<file path="src/rtl/data_mem_arbiter.sv">
// Round-robin arbiter giving a CPU port and a loader/debug port shared
// access to a single-ported data memory; one access per 3 cycles.
module data_mem_arbiter #(
  parameter int ADDR_W = 10
) (
  input  logic              clk,
  input  logic              reset,
  input  logic              p0_req,
  input  logic              p0_we,
  input  logic [31:0]       p0_addr,
  input  logic [31:0]       p0_wdata,
  input  logic              p1_req,
  input  logic              p1_we,
  input  logic [31:0]       p1_addr,
  input  logic [31:0]       p1_wdata,
  output logic              p0_ack,
  output logic              p0_err,
  output logic [31:0]       p0_rdata,
  output logic              p1_ack,
  output logic              p1_err,
  output logic [31:0]       p1_rdata,
  output logic              mem_we,
  output logic [ADDR_W-1:0] mem_addr,
  output logic [31:0]       mem_wdata,
  input  logic [31:0]       mem_rdata
);

  typedef enum logic [1:0] {
    IDLE,
    ACCESS,
    RESP
  } state_e;

  state_e      state_q, state_d;
  logic        ptr_q, ptr_d;
  logic        win_q, win_d;
  logic        we_q, we_d;
  logic [31:0] addr_q, addr_d;
  logic [31:0] wdata_q, wdata_d;
  logic [31:0] rdata0_q, rdata0_d;
  logic [31:0] rdata1_q, rdata1_d;
  logic        grant;
  logic        err;

  // Misaligned or beyond the memory's word range
  assign err = (addr_q[1:0] != 2'b00) ||
               (addr_q[31:ADDR_W+2] != '0);

  assign mem_addr  = addr_q[ADDR_W+1:2];
  assign mem_wdata = wdata_q;
  assign p0_rdata  = rdata0_q;
  assign p1_rdata  = rdata1_q;
  assign p0_err    = p0_ack & err;
  assign p1_err    = p1_ack & err;

  always_comb begin
    state_d  = state_q;
    ptr_d    = ptr_q;
    win_d    = win_q;
    we_d     = we_q;
    addr_d   = addr_q;
    wdata_d  = wdata_q;
    rdata0_d = rdata0_q;
    rdata1_d = rdata1_q;
    mem_we   = 1'b0;
    p0_ack   = 1'b0;
    p1_ack   = 1'b0;
    // ptr_q names the port that wins a tie
    grant    = (p0_req && p1_req) ? ptr_q : p1_req;
    unique case (state_q)
      IDLE: begin
        if (p0_req || p1_req) begin
          win_d   = grant;
          ptr_d   = ~grant;
          we_d    = grant ? p1_we : p0_we;
          addr_d  = grant ? p1_addr : p0_addr;
          wdata_d = grant ? p1_wdata : p0_wdata;
          state_d = ACCESS;
        end
      end
      ACCESS: begin
        mem_we = we_q & ~err;
        if (!we_q && !err) begin
          if (win_q) rdata1_d = mem_rdata;
          else       rdata0_d = mem_rdata;
        end
        state_d = RESP;
      end
      RESP: begin
        p0_ack  = ~win_q;
        p1_ack  = win_q;
        state_d = IDLE;
      end
      default: state_d = IDLE;
    endcase
  end

  always_ff @(posedge clk or posedge reset) begin
    if (reset) begin
      state_q  <= IDLE;
      ptr_q    <= 1'b0;
      win_q    <= 1'b0;
      we_q     <= 1'b0;
      addr_q   <= '0;
      wdata_q  <= '0;
      rdata0_q <= '0;
      rdata1_q <= '0;
    end else begin
      state_q  <= state_d;
      ptr_q    <= ptr_d;
      win_q    <= win_d;
      we_q     <= we_d;
      addr_q   <= addr_d;
      wdata_q  <= wdata_d;
      rdata0_q <= rdata0_d;
      rdata1_q <= rdata1_d;
    end
  end

endmodule

</file>
<file path="config.mk">
export PLATFORM = sky130hd
export DESIGN_NAME = data_mem_arbiter
export DESIGN_NICKNAME = d
export VERILOG_FILES = /design/src/rtl/data_mem_arbiter.sv
export SDC_FILE = /design/constraint.sdc
export NUM_CORES = 1
export LEC_CHECK = 0
export CAP_MARGIN = 20
export CORE_ASPECT_RATIO = 1.4
export CORE_MARGIN = 5
export CORE_UTILIZATION = 40
export DETAILED_ROUTE_END_ITERATION = 7
export PLACE_DENSITY_LB_ADDON = 0.05
export SYNTH_ARGS = -nofsm -noshare
export SYNTH_HDL_FRONTEND = slang
export SYNTH_SLANG_ARGS = --single-unit
</file>
<file path="constraint.sdc">
create_clock -name clk -period 6 [get_ports clk]
set_input_delay 1.5 -clock clk [delete_from_list [all_inputs] [get_ports clk]]
set_output_delay 1.5 -clock clk [all_outputs]
set_load 0.005 [all_outputs]
</file>
**Word-level counts from Yosys, hierarchy flattened**

Cells that the tools add are included.

- Flip-flop bits (word level): 133
- Output and inout bits: 111
- Word-level logic and storage cells: 38

- Eq/ne operators: 3
- Muxes and demuxes: 9
- Bitwise logic cells: 6
- Reductions and logical operators: 12

Operator list:

| kind | count |
|---|---|
| $mux W32 | 2 |
| $reduce_bool A20 Y1 | 1 |
| $reduce_and A3 Y1 | 2 |
| $mux W1 | 5 |
| $pmux W2 S2 | 1 |
| $and A1 B1 Y1 | 3 |
| $not A1 Y1 | 3 |
| $eq A2 B1 Y1 const B | 1 |
| $eq A2 B2 Y1 const B | 1 |
| $logic_and A1 B1 Y1 | 2 |
| $logic_not A1 Y1 | 2 |
| $logic_not A2 Y1 | 1 |
| $logic_or A1 B1 Y1 | 2 |
| $mux W2 | 1 |
| $ne A2 B2 Y1 const B | 1 |
| $reduce_and A2 Y1 | 1 |
| $reduce_bool A2 Y1 | 1 |

**Longest topological paths before layout**

- Word-level depth: 5
- Gate-level depth with buffers: 6
- Gate-level depth less buffers: 4

**Least setup slack after synthesis**

OpenSTA, ideal clock, no wires.

- Kind: register to output
- Start point: register addr_q[0]
- End point: output mem_we
- Arrival time: 1.258 ns
- Required time: 4.500 ns
- Path slack: 3.242 ns
- Cell stages (with the launch flop): 5
- Path buffers: 0
- Cell sequence: dfrtp_1 > nor4_1 > nand4_1 > nor2_1 > and3_1

- Word-level cells in the longest chain between the ends: 5

Ends and longest elaborated chain:

| item | RTL line | text |
|---|---|---|
| from (decl) | 38 | `logic [31:0] addr_q, addr_d;` |
| from (signal assigned) | 113 | `addr_q <= addr_d;` |
| $reduce_bool A2 Y1 | 46 | `assign err = (addr_q[1:0] != 2'b00) \|\|` |
| $logic_or A1 B1 Y1 | 46 |  |
| $not A1 Y1 | 82 | `mem_we = we_q & ~err;` |
| $and A1 B1 Y1 | 82 |  |
| $mux W1 | 70 | `unique case (state_q)` |
| to (decl) | 22 | `output logic mem_we,` |

Every way passes these cells.

**Worst setup path in the final report**

Same ends and word-level chain as after synthesis.

==> out/results.md <==
| Group | Item | Reported |
| --- | --- | --- |
| finish | Fraction of layout instances using a drive strength above 1 | 15.55% |
| synth | Post-synthesis instance area | 5366 µm² |
| detailed routing | Average routed wire per standard cell | 19.38 µm |
| cts | TritonCTS clock tree | yes |
| cts | Total clock buffers created by CTS | 17 |
| die | CORE AREA | 13260 µm² |
| placed design | Post-placement worst setup slack | 2.137 ns |
| cts | Number of hold buffers added after CTS | 0 |
| cts | Post-CTS clock slew at the launch and capture registers of the worst setup and hold paths | 0.06 ns |
| timing | Time the worst path needs with I/O delays and setup | 4.086 ns |
| timing | Tightest slew margin relative to the limit | 40.69% |
| synth | Synth cell types | 22 |
| power | LEAKAGE | 4.123 nW |
| finish | Final Net Count | 823 |
| synth | Combinational family with the most area after synthesis | multiplexers |
| synth | Synth Area in Adders | 0% |
| global routing | Wire length of the first global-routing pass | 25560 µm |
| synth | Basic-gate share of the synthesized area counting and, or, nand and nor cells | 2.635% |
| job | Maximum Capacitance Violations | 0 |
| die | Effective utilization at floorplan | 40.46% |
| worst setup path | Capturing element type of the critical path | output port |
| detailed routing | Number of search-and-repair iterations in the first detailed-routing pass | 5 |
| timing | Transition time at the pin with the least slew margin | 0.8880 ns |
| worst setup path | Minimum setup slack among reg-to-reg paths | 3.51 ns |
| detailed routing | Detailed-route DRC error count | 0 |
| cts | Post-cts repair resize count | 0 |
| die | DIE AREA | 15870 µm² |
| timing | Worst-case setup margin in the final layout | 1.914 ns |
| placed design | Number of port buffers | 276 |
| placed design | Weighted congestion at the end of routability-driven global placement | 0.7337 |
| power | Largest voltage drop on the vdd net | 0.2162 mV |
| detailed routing | Average via count per standard cell | 5.136 |
| synth | Synth Net Count | 558 |
| cts | Clock buffer depth | 2 |
| timing | Total of endpoints with negative setup slack in the final report | 0 |
| synth | Synthesized instance count | 392 |
| cts | # clock sinks | 133 |
| worst setup path | Critical R2R Launch | addr_q[0] |
| detailed routing | Final WL | 16510 µm |
| worst setup path | Largest delay contributor family on the critical path | simple AND/OR/NAND/NOR gates |
| die | Number of ports placed on the die boundary | 277 |
| global routing | Number of global-route vias before repair | 4693 |
| min path | Worst min-delay path class | reg2reg |
| worst setup path | CP max-delay cell | sky130_fd_sc_hd__clkdlybuf4s50_1 |
| worst setup path | Critical path launch point | addr_q[0] |
| detailed routing | Number of design-rule violations left by the first detailed-router iteration | 325 |
| cts | CTS root buffer | sky130_fd_sc_hd__clkbuf_16 |
| worst setup path | Launching element type of the critical path | register |
| global routing | Leftover overflow at the end of global routing | 0 |
| global routing | Antenna violations before repair | 1 |
| worst setup path | Kind of critical path | reg2out |
| die | Die H | 147.1 µm |
| synth | Portion of the post-synthesis area used by sequential elements | 62.02% |
| timing | Final Hold Vio Count | 0 |
| synth | Count of warnings emitted by yosys | 0 |
| timing | Number of pins with negative max-slew slack in the final report | 0 |
| timing | Total negative slack | 0 ns |
| min path | Origin of the worst min-delay path | addr_q[4] |
| cts | Deepest level of the CTS H-tree | 4 |
| timing | Final worst clock skew | 0.01250 ns |
| power | Power density cells | 377.7 nW/µm² |
| detailed routing | Antenna-violating nets left | 0 |
| outcome | Run status | finished, final reports clean |
| worst setup path | CP peak stage delay | 0.52 ns |
| cts | Clock latency on the worst-skew pair | 0.41 ns |
| worst setup path | Cells traversed along the worst timing path | nor4_1 -> nand4_1 -> nor2_1 -> and3_1 -> clkdlybuf4s50_1 |
| synth | Post-synthesis compound-gate area fraction | 12.85% |
| timing | Crit share post-route | 68.10% |
| synth | Synthesized area per cell | 13.69 µm² |
| timing | Achievable frequency | 244.8 MHz |
| timing | Setup repair after global routing missed its margin | no |
| worst setup path | Worst Path Max Fanout | 3 |
| die | Std-Cell Rows | 50 |
| placed design | Dpl hpwl | 12260 µm |
| synth | Count of state elements after synthesis | 133 |
| synth | Post-Synth XOR/XNOR Area | 0% |
| finish | Signed area change from the synthesized netlist to the final layout | 63.70% |
| worst setup path | CP bufs+invs | 1 |
| cts | Post-CTS setup buffer count | 0 |
| synth | Multiplexer fraction of the synthesized cell area | 13.43% |
| worst setup path | Critical Path RT | 4.50 ns |
| worst setup path | Arrival time at the worst endpoint | 2.59 ns |
| global routing | Largest net degree at the start of global routing | 101 |
| global routing | GRT Util Overall | 20.80% |
| die | DIE WIDTH | 107.9 µm |
| detailed routing | Via count | 4376 |
[power breakdown]
part | internal (mW) | switching [mW] | leakage (nW)
sequential | 1.13 | 0.141 | 1.75
clock | 0.614 | 0.384 | 0.278
combinational | 0.582 | 0.467 | 2.10
[layer usage]
metal | global-route usage (%) | part of all wire [%]
met1 | 23.51 | 37
met2 | 36.55 | 53
met3 | 7.077 | 8.0
met4 | 6.696 | 1.8
met5 | 0 | 0
[state kept, by name (all words and copies together), names as in the netlist]
name / cells
p0_rdata: 32
win_q: 1
mem_wdata: 32
ptr_q: 1
addr_q: 32
state_q: 2
we_q: 1
p1_rdata: 32
[stage by stage]
step	std cells	instance area (µm²)	power [mW]	utilization (%)	hold WS [ns]
after detailed placement	820	8204	2.335	61.86	0.4760
final	852	8785	3.318	66.24	0.4863
after CTS	851	8782	3.355	66.22	0.4888
after floorplan	392	5366	1.812	-	0.4567
after global routing	852	8785	3.516	66.24	0.5100
after global placement	820	8204	2.301	61.86	0.4655
[cell usage after synthesis]
cell	count	area (µm²)
sky130_fd_sc_hd__dfrtp_1	133	3328
sky130_fd_sc_hd__inv_1	69	259.0
sky130_fd_sc_hd__a222oi_1	65	650.6
sky130_fd_sc_hd__mux2_2	60	675.7
sky130_fd_sc_hd__clkbuf_1	16	60.06
sky130_fd_sc_hd__buf_4	10	75.07
sky130_fd_sc_hd__buf_6	6	67.56
sky130_fd_sc_hd__buf_2	5	25.02
sky130_fd_sc_hd__nor4_1	5	31.28
sky130_fd_sc_hd__mux2_1	4	45.04
sky130_fd_sc_hd__nor2_1	3	11.26
sky130_fd_sc_hd__nor2b_1	3	18.77
sky130_fd_sc_hd__a21o_1	2	15.01
sky130_fd_sc_hd__nor3b_1	2	15.01
sky130_fd_sc_hd__nor4_4	2	42.54
sky130_fd_sc_hd__a2111oi_0	1	8.760
sky130_fd_sc_hd__and3_1	1	6.260
sky130_fd_sc_hd__nand2_1	1	3.750
sky130_fd_sc_hd__nand2b_1	1	6.260
sky130_fd_sc_hd__nand4_1	1	6.260
sky130_fd_sc_hd__o211a_1	1	10.01
sky130_fd_sc_hd__o21ai_1	1	5.000
[cell type report]
| class | instances | area (µm²) |
|---|---|---|
| clock buffer | 21 | 480.5 |
| inverter | 69 | 264.0 |
| clock inverter | 10 | 97.59 |
| timing repair buffer | 283 | 2815 |
| sequential | 133 | 3328 |
| fill | 1062 | 4478 |
| multi-input combinational | 153 | 1569 |
| tap | 182 | 227.7 |
| antenna | 1 | 2.502 |
[placed cells by master (no fill, tap or decap)]
master	instances
sky130_fd_sc_hd__a222oi_1	65
sky130_fd_sc_hd__nand2_1	1
sky130_fd_sc_hd__nand4_1	1
sky130_fd_sc_hd__clkdlybuf4s50_1	276
sky130_fd_sc_hd__clkbuf_16	17
sky130_fd_sc_hd__mux2_1	4
sky130_fd_sc_hd__inv_6	3
sky130_fd_sc_hd__clkinvlp_4	3
sky130_fd_sc_hd__nor3b_1	2
sky130_fd_sc_hd__a2111oi_2	1
sky130_fd_sc_hd__diode_2	1
sky130_fd_sc_hd__bufinv_16	1
sky130_fd_sc_hd__nor2b_1	3
sky130_fd_sc_hd__inv_1	68
sky130_fd_sc_hd__nor2_1	3
sky130_fd_sc_hd__nand2b_1	1
sky130_fd_sc_hd__and3_1	1
sky130_fd_sc_hd__nor4_4	2
sky130_fd_sc_hd__mux2_2	60
sky130_fd_sc_hd__a21o_1	2
sky130_fd_sc_hd__clkinv_2	2
sky130_fd_sc_hd__o211a_2	1
sky130_fd_sc_hd__o21ai_4	1
sky130_fd_sc_hd__clkinv_4	2
sky130_fd_sc_hd__dfrtp_1	133
sky130_fd_sc_hd__nor4_1	5
sky130_fd_sc_hd__buf_4	7
sky130_fd_sc_hd__clkbuf_8	4
[worst min-delay path: cells and delay by family, from the launching register on]
family	cells	cell delay, ns
flip-flops	1	0.34
buffers and inverters	1	0.05
AO/OA/AOI/OAI	1	0.06
[worst paths after layout]
kind                                 end  depth (start not counted)
min in group asynchronous  mem_wdata[18]                          2
hold reg to reg                addr_q[4]                          2
setup / recovery                  mem_we                          5
setup reg to reg            p0_rdata[14]                          5
max in group asynchronous   p1_rdata[12]                          3
hold / removal                 addr_q[4]                          2
[cells by family (layout without fill, tap and decap cells)]
kind of cell,Yosys count,count (layout)
AOI/OAI and AO/OA,70,70
buffers and inverters,106,383
DFF,133,133
muxes,64,64
other,0,1
and+or+nand+nor,19,19
Note: power is estimated with default switching activity, not from simulation.
